==> src/rtl/chan_pkg.sv <==
// Shared channel types: injection modes, burst FSM states, LFSR polynomial and seed helpers.
// Symbols are 2 bits wide; the LFSR is a 16-bit Galois register that never reaches zero.
package chan_pkg;

  localparam int          SYM_W         = 2;
  localparam logic [15:0] LFSR_POLY     = 16'hB400;
  localparam logic [15:0] LFSR_SEED_DEF = 16'hACE1;

  typedef enum logic [1:0] {
    MODE_PASS   = 2'd0,
    MODE_WINDOW = 2'd1,
    MODE_BURST  = 2'd2,
    MODE_RANDOM = 2'd3
  } mode_e;

  typedef enum logic {
    ST_GAP = 1'b0,
    ST_HIT = 1'b1
  } burst_st_e;

  function automatic logic [15:0] lfsr_step(input logic [15:0] s);
    return {1'b0, s[15:1]} ^ (s[0] ? LFSR_POLY : 16'h0000);
  endfunction

  // An all-zero seed would lock the LFSR, so it is promoted to 1.
  function automatic logic [15:0] seed_fix(input logic [15:0] s);
    return (s == 16'h0000) ? 16'h0001 : s;
  endfunction

endpackage

==> src/rtl/lfsr16.sv <==
// 16-bit Galois LFSR; load wins over advance, and load+advance yields one step past the seed.
// q exposes the low OUT_W bits of the state; 1-cycle update, no backpressure.
module lfsr16
  import chan_pkg::*;
#(
  parameter int OUT_W = 16
) (
  input  logic             clk,
  input  logic             rst,
  input  logic             load,
  input  logic [15:0]      seed,
  input  logic             advance,
  output logic [OUT_W-1:0] q
);

  logic [15:0] state;

  always_ff @(posedge clk) begin
    if (rst) begin
      state <= seed;
    end else if (load) begin
      state <= advance ? lfsr_step(seed) : seed;
    end else if (advance) begin
      state <= lfsr_step(state);
    end
  end

  assign q = state[OUT_W-1:0];

endmodule

==> src/rtl/channel_err_inj.sv <==
// Channel error injector: inverts masked bits of encoder symbols in PASS/WINDOW/BURST/RANDOM modes.
// Registered output, 1-cycle latency; no backpressure, gap cycles hold sym_o and zero err_o.
module channel_err_inj
  import chan_pkg::*;
#(
  parameter int          CNT_W     = 16,
  parameter logic [15:0] LFSR_SEED = LFSR_SEED_DEF
) (
  input  logic             clk,
  input  logic             rst,
  input  logic             start_i,
  input  logic             sym_valid_i,
  input  logic [SYM_W-1:0] sym_i,
  input  logic [1:0]       mode_i,
  input  logic [SYM_W-1:0] mask_i,
  input  logic [7:0]       period_i,
  input  logic [7:0]       burst_len_i,
  input  logic [7:0]       thresh_i,
  output logic             sym_valid_o,
  output logic [SYM_W-1:0] sym_o,
  output logic [SYM_W-1:0] err_o,
  output logic [CNT_W-1:0] sym_cnt_o,
  output logic [CNT_W-1:0] flip_cnt_o
);

  localparam logic [15:0] SEED = seed_fix(LFSR_SEED);

  logic [7:0]       phase_q, phase_cur, phase_nxt, period_m1, lfsr_q, lfsr_cur;
  burst_st_e        state_q, state_nxt;
  logic [SYM_W-1:0] e;
  logic [CNT_W-1:0] sym_base, flip_base, sym_cnt_nxt, flip_cnt_nxt;
  logic [CNT_W:0]   flip_sum;
  logic [1:0]       pop;

  lfsr16 #(.OUT_W(8)) u_lfsr (
    .clk     (clk),
    .rst     (rst),
    .load    (start_i),
    .seed    (SEED),
    .advance (sym_valid_i),
    .q       (lfsr_q)
  );

  // A start pulse makes the current symbol index 0 with a freshly seeded LFSR.
  assign phase_cur = start_i ? 8'd0 : phase_q;
  assign lfsr_cur  = start_i ? SEED[7:0] : lfsr_q;
  assign period_m1 = period_i - 8'd1;

  always_comb begin
    e         = '0;
    state_nxt = start_i ? ST_GAP : state_q;
    phase_nxt = phase_cur;
    if (sym_valid_i) begin
      case (mode_e'(mode_i))
        MODE_WINDOW: if (phase_cur < burst_len_i) e = mask_i;
        MODE_BURST: begin
          state_nxt = (phase_cur < burst_len_i) ? ST_HIT : ST_GAP;
          if (state_nxt == ST_HIT) e = mask_i;
        end
        MODE_RANDOM: if (lfsr_cur < thresh_i) e = mask_i;
        default: ;
      endcase
      // >= keeps the phase bounded if the period shrinks below the current phase.
      if (mode_e'(mode_i) == MODE_WINDOW) begin
        phase_nxt = (phase_cur == 8'hFF) ? phase_cur : phase_cur + 8'd1;
      end else begin
        phase_nxt = (phase_cur >= period_m1) ? 8'd0 : phase_cur + 8'd1;
      end
    end
  end

  always_comb begin
    sym_base     = start_i ? '0 : sym_cnt_o;
    flip_base    = start_i ? '0 : flip_cnt_o;
    pop          = {1'b0, e[0]} + {1'b0, e[1]};
    flip_sum     = {1'b0, flip_base} + {{(CNT_W-1){1'b0}}, pop};
    sym_cnt_nxt  = sym_base;
    flip_cnt_nxt = flip_base;
    if (sym_valid_i) begin
      sym_cnt_nxt  = (sym_base == '1) ? sym_base : sym_base + CNT_W'(1);
      flip_cnt_nxt = flip_sum[CNT_W] ? '1 : flip_sum[CNT_W-1:0];
    end
  end

  always_ff @(posedge clk) begin
    if (rst) begin
      sym_valid_o <= 1'b0;
      sym_o       <= '0;
      err_o       <= '0;
      sym_cnt_o   <= '0;
      flip_cnt_o  <= '0;
      phase_q     <= 8'd0;
      state_q     <= ST_GAP;
    end else begin
      sym_valid_o <= sym_valid_i;
      err_o       <= e;
      if (sym_valid_i) sym_o <= sym_i ^ e;
      sym_cnt_o   <= sym_cnt_nxt;
      flip_cnt_o  <= flip_cnt_nxt;
      phase_q     <= phase_nxt;
      state_q     <= state_nxt;
    end
  end

endmodule

==> config.mk <==
export PLATFORM = sky130hd
export DESIGN_NAME = channel_err_inj
export DESIGN_NICKNAME = d
export VERILOG_FILES = /design/src/rtl/chan_pkg.sv /design/src/rtl/lfsr16.sv /design/src/rtl/channel_err_inj.sv
export SDC_FILE = /design/constraint.sdc
export NUM_CORES = 1
export LEC_CHECK = 0
export CAP_MARGIN = 20
export CORE_ASPECT_RATIO = 0.8
export CORE_MARGIN = 2
export CORE_UTILIZATION = 47
export DETAILED_ROUTE_END_ITERATION = 16
export PLACE_DENSITY = 0.69
export SLEW_MARGIN = 40
export SYNTH_ARGS = -nofsm -noshare
export SYNTH_HDL_FRONTEND = slang
export SYNTH_SLANG_ARGS = --single-unit
==> constraint.sdc <==
create_clock -name clk -period 8.3 [get_ports clk]
set_clock_uncertainty 0.05 [all_clocks]
set_input_delay 1.245 -clock clk [delete_from_list [all_inputs] [get_ports clk]]
set_output_delay 1.245 -clock clk [all_outputs]
set_load 0.02 [all_outputs]
==> impl_summary.txt, run 1 <==
----------------------------------------------------
[Outcome]
  Status ... finished, final reports clean

[Synth]
  Top-area cell type share of the netlist area ... 32.3%
  Number of standard cells after synthesis ... 455
  Cell type with the largest total area after synthesis ... sky130_fd_sc_hd__dfxtp_1
  Top flip-flop cell by instance count after synthesis ... sky130_fd_sc_hd__dfxtp_1
  Multiplexer area fraction after synthesis ... 3.21%
  Net count after synthesis ... approximately 520
  Count of unique library cells instantiated by Yosys ... 64
  Leading post-synthesis cells by cell area ... sky130_fd_sc_hd__dfxtp_1, sky130_fd_sc_hd__ha_1, sky130_fd_sc_hd__xnor2_1
  Main combinational cell family by area after synthesis ... simple AND/OR/NAND/NOR gates
  Synth Cell Area ... roughly 0.0038 mm2
  Synthesized-area fraction occupied by ao, oa, aoi and oai cells ... 14.0%
  Register bit count reported by yosys ... 61
  Fraction of synthesized cell area in xor and xnor cells ... 8.10%
  Register area share after synthesis ... 32.3%
  Post-synth top cells ... sky130_fd_sc_hd__dfxtp_1, sky130_fd_sc_hd__nor2_1, sky130_fd_sc_hd__inv_1, sky130_fd_sc_hd__nand2_1, sky130_fd_sc_hd__ha_1
  Proportion of synthesized flip-flops having asynchronous set or reset ... 0%
  Synth Area in Simple Gates ... between 20% and 30%
  Avg Inst Size Synth ... between 8 and 9 um2
  Area share of fa/ha/maj cells after synthesis ... approximately 10%
  Count of warnings emitted by yosys ... 0
  Number of enable-type register cells in the synthesized netlist ... 0
  Cell with the most instances after synthesis ... sky130_fd_sc_hd__dfxtp_1

[Global route]
  Total GRT Usage ... approximately a fifth
  Overall overflow remaining after global route ... 0
  Via count of the first global-routing pass ... 3069
  Initial antenna violation count ... 0
  Largest net degree at the start of global routing ... 60
  Global-route wire length before repair ... between 10000 and 15000 um

[Clocking]
  Hold-fix buffers, CTS ... 0
  Clock sink count ... 61
  Latest clock arrival within the worst-skew pair ... roughly 0.33 ns
  # resized after CTS ... 0
  Cts bufs inserted ... 9
  Root buffer cell ... sky130_fd_sc_hd__clkbuf_8
  Total setup buffers inserted after CTS ... 0
  Clock edge transition at the registers on the reported setup and hold paths ... ~0.070 ns
  Clock tree from TritonCTS ... built
  Deepest clock path buffer count ... 2
  H-tree level count ... 3

[Timing]
  Final hold vios ... 0
  Setup-failing EPs final ... 0
  Time the final worst path needs with I/O delays and setup ... 5.52 ns
  Setup tns final ... 0 ns
  Highest clock rate ... 181 MHz
  RSZ-0062 raised after global routing ... no
  Transition at the pin with the smallest max-transition slack ... 0.586 ns
  Period Utilization, post-route ... between 60% and 70%
  Worst slew margin ... 60.8%
  Final slew viol count ... 0

[Power]
  Total Power ... 0.637 mW
  Power Density ... between 100 and 150 mW/mm2
  Worst voltage drop across the vdd grid ... 100 uV
  Static leakage power ... ~1.8 nW

[Critical path]
  CP max stage delay ... 0.55 ns
  Kind of start point of the critical path ... input pin
  Delay-heaviest family, CP ... simple AND/OR/NAND/NOR gates
  Type of destination of the critical path ... register
  Critical Path Fanout Max ... 59
  Cell repeated most along the worst path ... sky130_fd_sc_hd__ha_1
  Worst Path Required ... between 8 and 9 ns
  Critical path arrival ... 5.73 ns
  Cell type of the slowest stage on the worst timing path ... sky130_fd_sc_hd__nand3_1
  Crit path cell chain ... buf_4 > or2_2 > ha_1 > and4_1 > a211o_1 > a311o_1 > o32ai_2 > nand2_1 > fa_1 > inv_1 > ha_1 > nand3b_1 > nor4_2 > nand3_1 > o21a_1 > nor2_1
  Critical path start-end classification ... input pin to register
  CP Buf/Inv Count ... 2
  Reg2reg setup slack ... 3.73 ns

[Detailed routing]
  Drt wl/cell ... 13.3 um
  Number of design rule violations left after detail routing ... 0
  Per-cell via count in the routed design ... between 5 and 6
  Total via count after detailed routing ... around 3300
  Detail Route Antenna Nets ... 0
  DR pass1 iterations ... 4
  Post-detailed-routing wire length ... roughly 8300 um
  Initial DRC Count ... around 120

[Hold path]
  Class of the tightest hold or removal check ... register to register

[Final layout]
  Number of antenna repair diodes ... 0
  Post-layout net count ... 577
  P&R area growth vs syn ... 24.8%
  Fraction of layout instances using a drive strength above 1 ... roughly 6.7%

[Die]
  Number of I/O pins ... 71
  Number of placement rows ... 29
  Vertical die dimension ... 84.3 um
  Die Area ... 0.00879 mm2
  Initial standard-cell utilization of the core ... 48.1%
  Core Region ... between 0.007 and 0.008 mm2
  Die Span X ... 104 um

[Placement]
  Number of port buffers ... 70
  Detail Placement HPWL ... between 5000 and 6000 um
  Routability cong. ... 0.791

[Job]
  Max capacitance violation total ... 0

----------------------------------------------------
-- cell families after synthesis --
| logic type | after synthesis |
|---|---|
| buffers and inverters | 56 |
| AO/OA/AOI/OAI | 74 |
| flip-flops | 61 |
| XOR/XNOR | 35 |
| adder cells (fa/ha/maj) | 29 |
| AND/OR/NAND/NOR | 188 |
| multiplexers | 12 |
-- sequential cells by signal, indices dropped and copies added (netlist names) --
signal and flops:
err_o 2, flip_cnt_o 16, phase_q 8, sym_cnt_o 16
sym_o 2, sym_valid_o 1, u_lfsr.state 16
-- tightest hold or removal path, cell delays in order, from the launching register on --
cell and delay [ns]:
sky130_fd_sc_hd__dfxtp_1 0.32, sky130_fd_sc_hd__mux2i_1 0.06, sky130_fd_sc_hd__nand2_1 0.06
-- through the flow --
step	hold slack [ns]	area [um2]	utilization, %	setup WS, ns	instances
global route	0.433	4720	60.0	2.52	628
finish	0.421	4720	60.0	2.78	628
floorplan	0.383	3790	-	2.73	455
detailed placement	0.403	4530	57.6	2.49	612
CTS	0.422	4720	60.0	2.82	628
global placement	0.406	4530	57.5	2.39	612
-- power breakdown --
group / switching (mW) / internal [mW] / total, mW
logic: 0.0389 / 0.0381 / 0.0769
clock network: 0.120 / 0.138 / 0.258
registers: 0.00386 / 0.299 / 0.302
total: 0.162 / 0.475 / 0.637
-- final timing paths --
path                          from                to  depth (start not counted)
hold / removal    u_lfsr.state[15]  u_lfsr.state[15]                          2
setup reg to reg   u_lfsr.state[6]    flip_cnt_o[13]                         15
setup / recovery           start_i    flip_cnt_o[13]                         16
hold reg to reg   u_lfsr.state[15]  u_lfsr.state[15]                          2
-- placed cells by master, fill, tap and decap left out, types with 8 or more instances in the layout --
master | Yosys | final
sky130_fd_sc_hd__inv_1 | 33 | 33
sky130_fd_sc_hd__nand2b_1 | 17 | 17
sky130_fd_sc_hd__nand2_1 | 29 | 29
sky130_fd_sc_hd__nand4_1 | 8 | 8
sky130_fd_sc_hd__nand3_1 | 12 | 12
sky130_fd_sc_hd__dfxtp_1 | 61 | 61
sky130_fd_sc_hd__xor2_1 | 11 | 11
sky130_fd_sc_hd__nor2_1 | 51 | 51
sky130_fd_sc_hd__a21oi_1 | 23 | 23
sky130_fd_sc_hd__o21ai_0 | 11 | 11
sky130_fd_sc_hd__clkbuf_8 | 0 | 9
sky130_fd_sc_hd__mux2i_1 | 11 | 11
sky130_fd_sc_hd__clkdlybuf4s50_1 | 0 | 68
sky130_fd_sc_hd__ha_1 | 27 | 27
sky130_fd_sc_hd__and3_1 | 8 | 8
sky130_fd_sc_hd__xnor2_1 | 24 | 24
sky130_fd_sc_hd__nor2b_1 | 21 | 21
-- metal layers --
layer	up-vias	GRT usage (%)	routed length (um)
met2	47	32.8	3980
met5	-	0	0
li1	1688	-	-
met4	0	5.16	53
met1	1572	26.0	4030
met3	4	3.80	268
-- cell type report --
class | instances | area (um2)
clock buffers | 10 | 128
fillers | 745 | 3150
repair buffers | 72 | 708
multi-input cells | 338 | 2340
flip-flops and latches | 61 | 1220
well taps | 108 | 135
inverters | 33 | 124
clock inverters | 6 | 63.8
No activity file was read; power rests on OpenSTA's default activity.
==> run 2: changes to the inputs <==
- PLACE_DENSITY: 0.69 -> 0.72
- clock period: 8.3 -> 4.8 ns (I/O delays scaled with it)
==> run 2 against run 1 <==
Net effect:
- highest routed layer unchanged
- global-route usage up 0.70 points
- clock power up 76%
- worst setup slack worse by 2.4 ns
- final cell count up 1.9%
- total power up 76%
- register-to-register slack worse by 3.1 ns
- non-clock buffer count up 12
- core utilization up 1.6 points
- largest power group unchanged
==> impl_summary.txt, run 2 (same netlist as run 1, synthesis figures left out) <==
----------------------------------------------------
[Outcome]
  Status ... finished, final reports clean

[Timing]
  Time the final worst path needs with I/O delays and setup ... 4.41 ns
  Final slew viol count ... 0 (unchanged)
  Final hold vios ... 0 (unchanged)
  Setup-failing EPs final ... 0 (unchanged)
  RSZ-0062 raised after global routing ... no
  Setup tns final ... 0 ns (unchanged)
  Worst slew margin ... 66.2% (+5.3 points)
  Period Utilization, post-route ... between 90 and 100%
  Highest clock rate ... 227 MHz
  Transition at the pin with the smallest max-transition slack ... 0.507 ns (-0.0783 ns)
  Worst Slack Setup Final ... 0.388 ns (-2.40 ns)

[Detailed routing]
  Per-cell via count in the routed design ... 5.18 (-1.8%)
  Initial DRC Count ... 133 (+14%)
  Met1 routed wirelength after detailed routing ... 4010 um (-0.60%)
  Top Metal Used ... met4
  Post-detailed-routing wire length ... 8510 um (+2.2%)
  DR pass1 iterations ... 4 (unchanged)
  Met2 layer wire length in the routed design ... 4070 um (+2.4%)
  Detail Route Antenna Nets ... 0 (unchanged)
  Total via count after detailed routing ... 3313 (+0.060%)
  Routed met3 length ... 342 um (+28%)
  Drt wl/cell ... 13.3 um (+0.28%)
  Number of design rule violations left after detail routing ... 0 (unchanged)

[Critical path]
  Cell repeated most along the worst path ... sky130_fd_sc_hd__inv_1
  Kind of start point of the critical path ... input pin
  Delay-heaviest family, CP ... simple AND/OR/NAND/NOR gates
  CP Buf/Inv Count ... 3 (+1)
  Cell type of the slowest stage on the worst timing path ... sky130_fd_sc_hd__clkdlybuf4s50_1
  Critical Path Fanout Max ... 14 (-76%)
  Critical path start-end classification ... input pin to register
  Type of destination of the critical path ... register
  Worst Path Required ... 5.03 ns (-3.48 ns)
  CP max stage delay ... 0.45 ns (-0.10 ns)
  Crit path cell chain ... clkdlybuf4s50_1 > inv_1 > ha_1 > and4_1 > a211o_1 > a311o_1 > o32ai_2 > nand2_1 > fa_2 > inv_1 > ha_2 > nand3b_1 > nor4_4 > nand3_2 > o21a_1 > nor2_1
  Critical path arrival ... 4.64 ns (-1.09 ns)

[Clocking]
  Root buffer cell ... sky130_fd_sc_hd__clkbuf_8
  Latest clock arrival within the worst-skew pair ... 0.34 ns (about the same)
  Clock edge transition at the registers on the reported setup and hold paths ... 0.07 ns (about the same)
  Clock tree from TritonCTS ... built
  Cts bufs inserted ... 9 (unchanged)
  Hold-fix buffers, CTS ... 0 (unchanged)
  Total setup buffers inserted after CTS ... 0 (unchanged)
  H-tree level count ... 3 (unchanged)
  # resized after CTS ... 0 (unchanged)
  Deepest clock path buffer count ... 2 (unchanged)
  Clock sink count ... 61 (unchanged)

[Global route]
  Via count of the first global-routing pass ... 3105 (+1.2%)
  Total GRT Usage ... 20.3% (+0.70 points)
  Global-route wire length before repair ... 14700 um (+3.2%)
  Overall overflow remaining after global route ... 0 (unchanged)
  Initial antenna violation count ... 0 (unchanged)
  Largest net degree at the start of global routing ... 51 (-15%)

[Hold path]
  Class of the tightest hold or removal check ... register to register

[Final layout]
  Commonest non-fill, non-tap cells in the layout ... sky130_fd_sc_hd__clkdlybuf4s50_1, sky130_fd_sc_hd__dfxtp_1, sky130_fd_sc_hd__nor2_1
  Fraction of layout instances using a drive strength above 1 ... 9.77% (+3.0 points)
  Leading cell type in the layout, fill and taps excluded ... sky130_fd_sc_hd__clkdlybuf4s50_1
  P&R area growth vs syn ... 28.1%
  Share of the core filled with cells in the final layout ... 61.6% (+1.6 points)
  Post-layout instance count excluding filler cells ... 640 (+1.9%)
  Number of fillers in the final layout ... 710 (-4.7%)
  Post-layout net count ... 589 (+2.1%)
  Number of antenna repair diodes ... 0 (unchanged)
  Largest registers ... flip_cnt_o: 16 flops, sym_cnt_o: 16 flops, u_lfsr.state: 16 flops

[Placement]
  Number of port buffers ... 70 (unchanged)
  Worst setup slack after placement ... 0.0174 ns (-2.47 ns)
  Number of cells after detailed placement ... 624 (+2.0%)
  Detail Placement HPWL ... 6220 um (+4.9%)
  Routability cong. ... 0.856 (+8.3%)

[Power]
  Power Density ... 230 mW/mm2 (+71%)
  Static leakage power ... 1.92 nW (+4.2%)
  Worst voltage drop across the vdd grid ... 202 uV (+100%)

[Die]
  Number of placement rows ... 29 (unchanged)
  Die Area ... 0.00879 mm2 (unchanged)
  Die Span X ... 104 um (unchanged)
  Core Region ... 0.00787 mm2 (unchanged)
  Vertical die dimension ... 84.3 um (unchanged)
  Initial standard-cell utilization of the core ... 48.1% (unchanged)
  Number of I/O pins ... 71 (unchanged)

[Job]
  Max capacitance violation total ... 0 (unchanged)

----------------------------------------------------
-- run 2: cell type report --
cell class | instances | area, um2 | area share [%]
Tap cell | 108 | 135 | 2.79
Multi-Input combinational cell | 338 | 2370 | 49.0
Clock buffer | 10 | 138 | 2.84
Sequential cell | 61 | 1220 | 25.2
Timing Repair Buffer | 84 | 796 | 16.4
Clock inverter | 6 | 62.6 | 1.29
Inverter | 33 | 124 | 2.55
-- run 2: path summary, 6_finish.rpt --
check	to	slack (ns)	startpoint	cells after the start
min	u_lfsr.state[5]	0.42	u_lfsr.state[5]	2
min reg2reg	u_lfsr.state[5]	0.42	u_lfsr.state[5]	2
max reg2reg	flip_cnt_o[13]	0.67	u_lfsr.state[5]	15
max	flip_cnt_o[13]	0.39	thresh_i[7]	16
-- run 2: worst min-delay path: cells and delay by family (launching register included) --
kind / cells / cell delay (ns)
AND/OR/NAND/NOR: 1 / 0.06
multiplexers: 1 / 0.06
flip-flops: 1 / 0.33
-- run 2: through the flow --
stage,power (mW),area (um2),hold slack [ns]
global placement,0.671,4650,0.404
detailed placement,0.674,4650,0.403
CTS,1.13,4850,0.426
global route,1.16,4850,0.448
finish,1.12,4850,0.424
floorplan,0.616,3850,0.383
-- run 2: where the power goes --
group | internal (mW) | total (mW) | leakage, nW | switching (mW)
Combinational | 0.0710 | 0.140 | 1.33 | 0.0689
Clock | 0.251 | 0.455 | 0.0943 | 0.203
Sequential | 0.516 | 0.523 | 0.496 | 0.00679
Total | 0.839 | 1.12 | 1.92 | 0.279
-- run 2: routing by layer --
metal  global-route usage [%]  vias to the layer above
li1                         -                     1706
met1                     26.6                     1539
met2                     33.6                       59
met3                     4.43                        9
met4                     6.27                        0
met5                        0                        -
==> run 3: changes to the inputs <==
- ABC_AREA: not set -> 1
- CORE_ASPECT_RATIO: 0.8 -> not set
- PLACE_DENSITY: 0.72 -> 0.69
- SYNTH_HIERARCHICAL: not set -> 1
==> run 3 against run 2 <==
Net effect:
- sequential share of layout area down 1.5 points
- highest routed layer unchanged
- largest cell class unchanged
- area after synthesis up 27%
- fmax up 2.1%
==> impl_summary.txt, run 3 <==
----------------------------------------------------
[Outcome]
  Status ... finished, final reports clean

[Synth]
  Main combinational cell family by area after synthesis ... simple AND/OR/NAND/NOR gates
  Cell with the most instances after synthesis ... sky130_fd_sc_hd__nand2_1
  Register bit count reported by yosys ... 61 (unchanged)
  Proportion of synthesized flip-flops having asynchronous set or reset ... 0% (unchanged)
  Top-area cell type share of the netlist area ... 18.7% (-14 points)
  Synthesized-area fraction occupied by ao, oa, aoi and oai cells ... 11.3% (-2.7 points)
  Count of unique library cells instantiated by Yosys ... 41 (-36%)
  Number of enable-type register cells in the synthesized netlist ... 16 (+16)
  Fraction of synthesized cell area in xor and xnor cells ... 3.64% (-4.5 points)
  Cell type with the largest total area after synthesis ... sky130_fd_sc_hd__dfxtp_1
  Number of standard cells after synthesis ... 714 (+57%)
  Register area share after synthesis ... 28.7% (-3.6 points)
  Count of warnings emitted by yosys ... 6 (+6)
  Avg Inst Size Synth ... 6.75 um2 (-19%)
  Top flip-flop cell by instance count after synthesis ... sky130_fd_sc_hd__dfxtp_1
  Leading post-synthesis cells by cell area ... sky130_fd_sc_hd__dfxtp_1, sky130_fd_sc_hd__nand2_1, sky130_fd_sc_hd__edfxtp_1
  Synth Area in Simple Gates ... 35.2% (+8.4 points)
  Multiplexer area fraction after synthesis ... 0% (-3.2 points)
  Post-synth top cells ... sky130_fd_sc_hd__nand2_1, sky130_fd_sc_hd__inv_1, sky130_fd_sc_hd__nor2_1, sky130_fd_sc_hd__dfxtp_1, sky130_fd_sc_hd__a21oi_1
  Area share of fa/ha/maj cells after synthesis ... 7.43% (-2.3 points)
  Synth Cell Area ... 0.00482 mm2 (+27%)

[Critical path]
  Worst Path Required ... 5.05 ns (+0.02 ns)
  Cell repeated most along the worst path ... sky130_fd_sc_hd__nand2_1
  CP max stage delay ... 0.51 ns (+0.06 ns)
  Cell type of the slowest stage on the worst timing path ... sky130_fd_sc_hd__clkdlybuf4s50_1
  Total number of cells along the worst setup path ... 25 (+9)
  Worst r2r path cells ... 23 (+8)
  Delay-heaviest family, CP ... simple AND/OR/NAND/NOR gates
  Critical path start-end classification ... input pin to register
  Critical Path Fanout Max ... 10 (-4)
  Reg2reg setup slack ... 1.12 ns (+0.45 ns)
  CP Buf/Inv Count ... 6 (+3)
  Kind of start point of the critical path ... input pin
  Type of destination of the critical path ... register
  Critical path arrival ... 4.57 ns (-0.07 ns)

[Placement]
  Routability cong. ... 0.880 (+2.8%)
  Number of port buffers ... 70 (unchanged)
  Detail Placement HPWL ... 8850 um (+42%)
  Number of cells after detailed placement ... 922 (+48%)

[Global route]
  Overall overflow remaining after global route ... 0 (unchanged)
  Total GRT Usage ... 21.8% (+1.5 points)
  Global-route wire length before repair ... 19700 um (+34%)
  Initial antenna violation count ... 0 (unchanged)
  Via count of the first global-routing pass ... 4359 (+40%)
  Largest net degree at the start of global routing ... 34 (-33%)

[Timing]
  Transition at the pin with the smallest max-transition slack ... 0.580 ns (+0.0724 ns)
  RSZ-0062 raised after global routing ... no
  Time the final worst path needs with I/O delays and setup ... 4.32 ns (-0.0918 ns)
  Post-Route Hold Slack ... 0.468 ns (+0.0441 ns)
  Setup tns final ... 0 ns (unchanged)
  Setup-failing EPs final ... 0 (unchanged)
  Worst slew margin ... 61.0% (-5.1 points)
  Period Utilization, post-route ... 90.0% (-1.9 points)
  Highest clock rate ... 231 MHz (+2.1%)
  Final hold vios ... 0 (unchanged)
  Final slew viol count ... 0 (unchanged)

[Final layout]
  Number of antenna repair diodes ... 0 (unchanged)
  Largest registers ... flip_cnt_o: 16 flops, sym_cnt_o: 16 flops, u_lfsr/state: 16 flops
  Post-layout instance count excluding filler cells ... 938 (+47%)
  Share of the core filled with cells in the final layout ... 59.2% (-2.4 points)
  Commonest non-fill, non-tap cells in the layout ... sky130_fd_sc_hd__nand2_1, sky130_fd_sc_hd__inv_1, sky130_fd_sc_hd__clkdlybuf4s50_1
  Fraction of layout instances using a drive strength above 1 ... 10.9% (+1.2 points)
  Post-layout net count ... 862 (+46%)
  P&R area growth vs syn ... 21.2%
  Leading cell type in the layout, fill and taps excluded ... sky130_fd_sc_hd__nand2_1

[Clocking]
  Root buffer cell ... sky130_fd_sc_hd__clkbuf_8
  Total setup buffers inserted after CTS ... 0 (unchanged)
  Latest clock arrival within the worst-skew pair ... 0.35 ns (about the same)
  Cts bufs inserted ... 9 (unchanged)
  Clock edge transition at the registers on the reported setup and hold paths ... 0.07 ns (about the same)
  Deepest clock path buffer count ... 2 (unchanged)
  Clock tree from TritonCTS ... built
  Hold-fix buffers, CTS ... 0 (unchanged)
  H-tree level count ... 3 (unchanged)
  # resized after CTS ... 0 (unchanged)
  Clock sink count ... 61 (unchanged)

[Detailed routing]
  Detail Route Antenna Nets ... 0 (unchanged)
  Number of design rule violations left after detail routing ... 0 (unchanged)
  Drt wl/cell ... 12.6 um (-5.5%)
  DR pass1 iterations ... 5 (+1)
  Per-cell via count in the routed design ... 4.88 (-5.8%)
  Initial DRC Count ... 205 (+54%)
  Total via count after detailed routing ... 4575 (+38%)
  Post-detailed-routing wire length ... 11800 um (+38%)

[Job]
  Max capacitance violation total ... 0 (unchanged)

[Die]
  Vertical die dimension ... 105 um (+25%)
  Number of placement rows ... 36 (+24%)
  Number of I/O pins ... 71 (unchanged)
  Die Span X ... 105 um (+0.87%)
  Die Area ... 0.0111 mm2 (+26%)
  Initial standard-cell utilization of the core ... 48.8% (+0.76 points)
  Core Region ... 0.00986 mm2 (+25%)

[Power]
  Switching Power ... 0.346 mW (+24%)
  Worst voltage drop across the vdd grid ... 149 uV (-26%)
  Sequential share of power ... 45.7% (-1.1 points)
  Combinational group share of total power ... 17.1% (+4.6 points)
  Sw Share ... 28.0% (+3.0 points)
  Power Density ... 212 mW/mm2 (-8.0%)
  Internal power summed over all cells ... 0.892 mW (+6.3%)
  Static leakage power ... 2.70 nW (+41%)
  Clock network fraction of design power ... 37.2% (-3.5 points)

[Hold path]
  Class of the tightest hold or removal check ... register to register
  Cell depth of the worst hold path ... 2 (unchanged)

----------------------------------------------------
-- run 3: cell count changes in the layout (fill, tap and decap cells not counted), sizes merged, moves of 21 or more --
cell   before  now
nor2b      21    0
nand3      12   43
nor2       51   85
inv        33  121
a21oi      23   46
o21ai      12   50
nand2      29  181
conb        0   26
-- run 3: metal layers --
layer | vias to the layer above | GRT usage (%) | part of all wire, %
li1 | 2405 | - | -
met1 | 2055 | 27.2 | 46
met2 | 98 | 38.2 | 48
met3 | 17 | 3.77 | 4.0
met4 | 0 | 6.86 | 1.6
met5 | - | 0 | 0
-- run 3: tightest hold or removal path: stages (launching register included) --
cell and delay [ns]:
sky130_fd_sc_hd__dfxtp_1 0.33, sky130_fd_sc_hd__nand3_1 0.08, sky130_fd_sc_hd__a21oi_1 0.06
-- run 3: path summary, 6_finish.rpt --
kind	start	end
setup reg to reg	u_lfsr/state[7]	flip_cnt_o[9]
setup / recovery	start_i	flip_cnt_o[9]
hold / removal	sym_cnt_o[10]	sym_cnt_o[10]
hold reg to reg	sym_cnt_o[10]	sym_cnt_o[10]
-- run 3: logic make-up after synthesis --
group / Yosys count
AO/OA/AOI/OAI: 104
buffers and inverters: 149
AND/OR/NAND/NOR: 350
XOR/XNOR: 20
flip-flops: 61
other: 2
adder cells (fa/ha/maj): 28
-- run 3: area by class of cell --
type / instances / area [um2]
Fill cell: 940 / 4030
Inverter: 121 / 454
Timing Repair Buffer: 79 / 768
Clock buffer: 12 / 145
Sequential cell: 61 / 1380
Clock inverter: 4 / 47.5
Multi-Input combinational cell: 528 / 2880
Tap cell: 133 / 166
-- run 3: stage by stage --
step	cell area [um2]	worst slack, ns	total power, mW
floorplan	4910	0.656	0.724
global placement	5640	0.291	0.781
detailed placement	5640	0.110	0.787
CTS	5830	0.479	1.25
global route	5840	0.145	1.30
finish	5840	0.479	1.24
-- run 3: power by group through the flow --
stage,clock network (mW),logic (mW),registers [mW]
3_5_place_dp,0,0.210,0.577
3_3_place_gp,0,0.204,0.576
4_1_cts,0.470,0.211,0.565
6_report,0.461,0.212,0.565
2_1_floorplan,0,0.145,0.579
5_1_grt,0.491,0.240,0.568
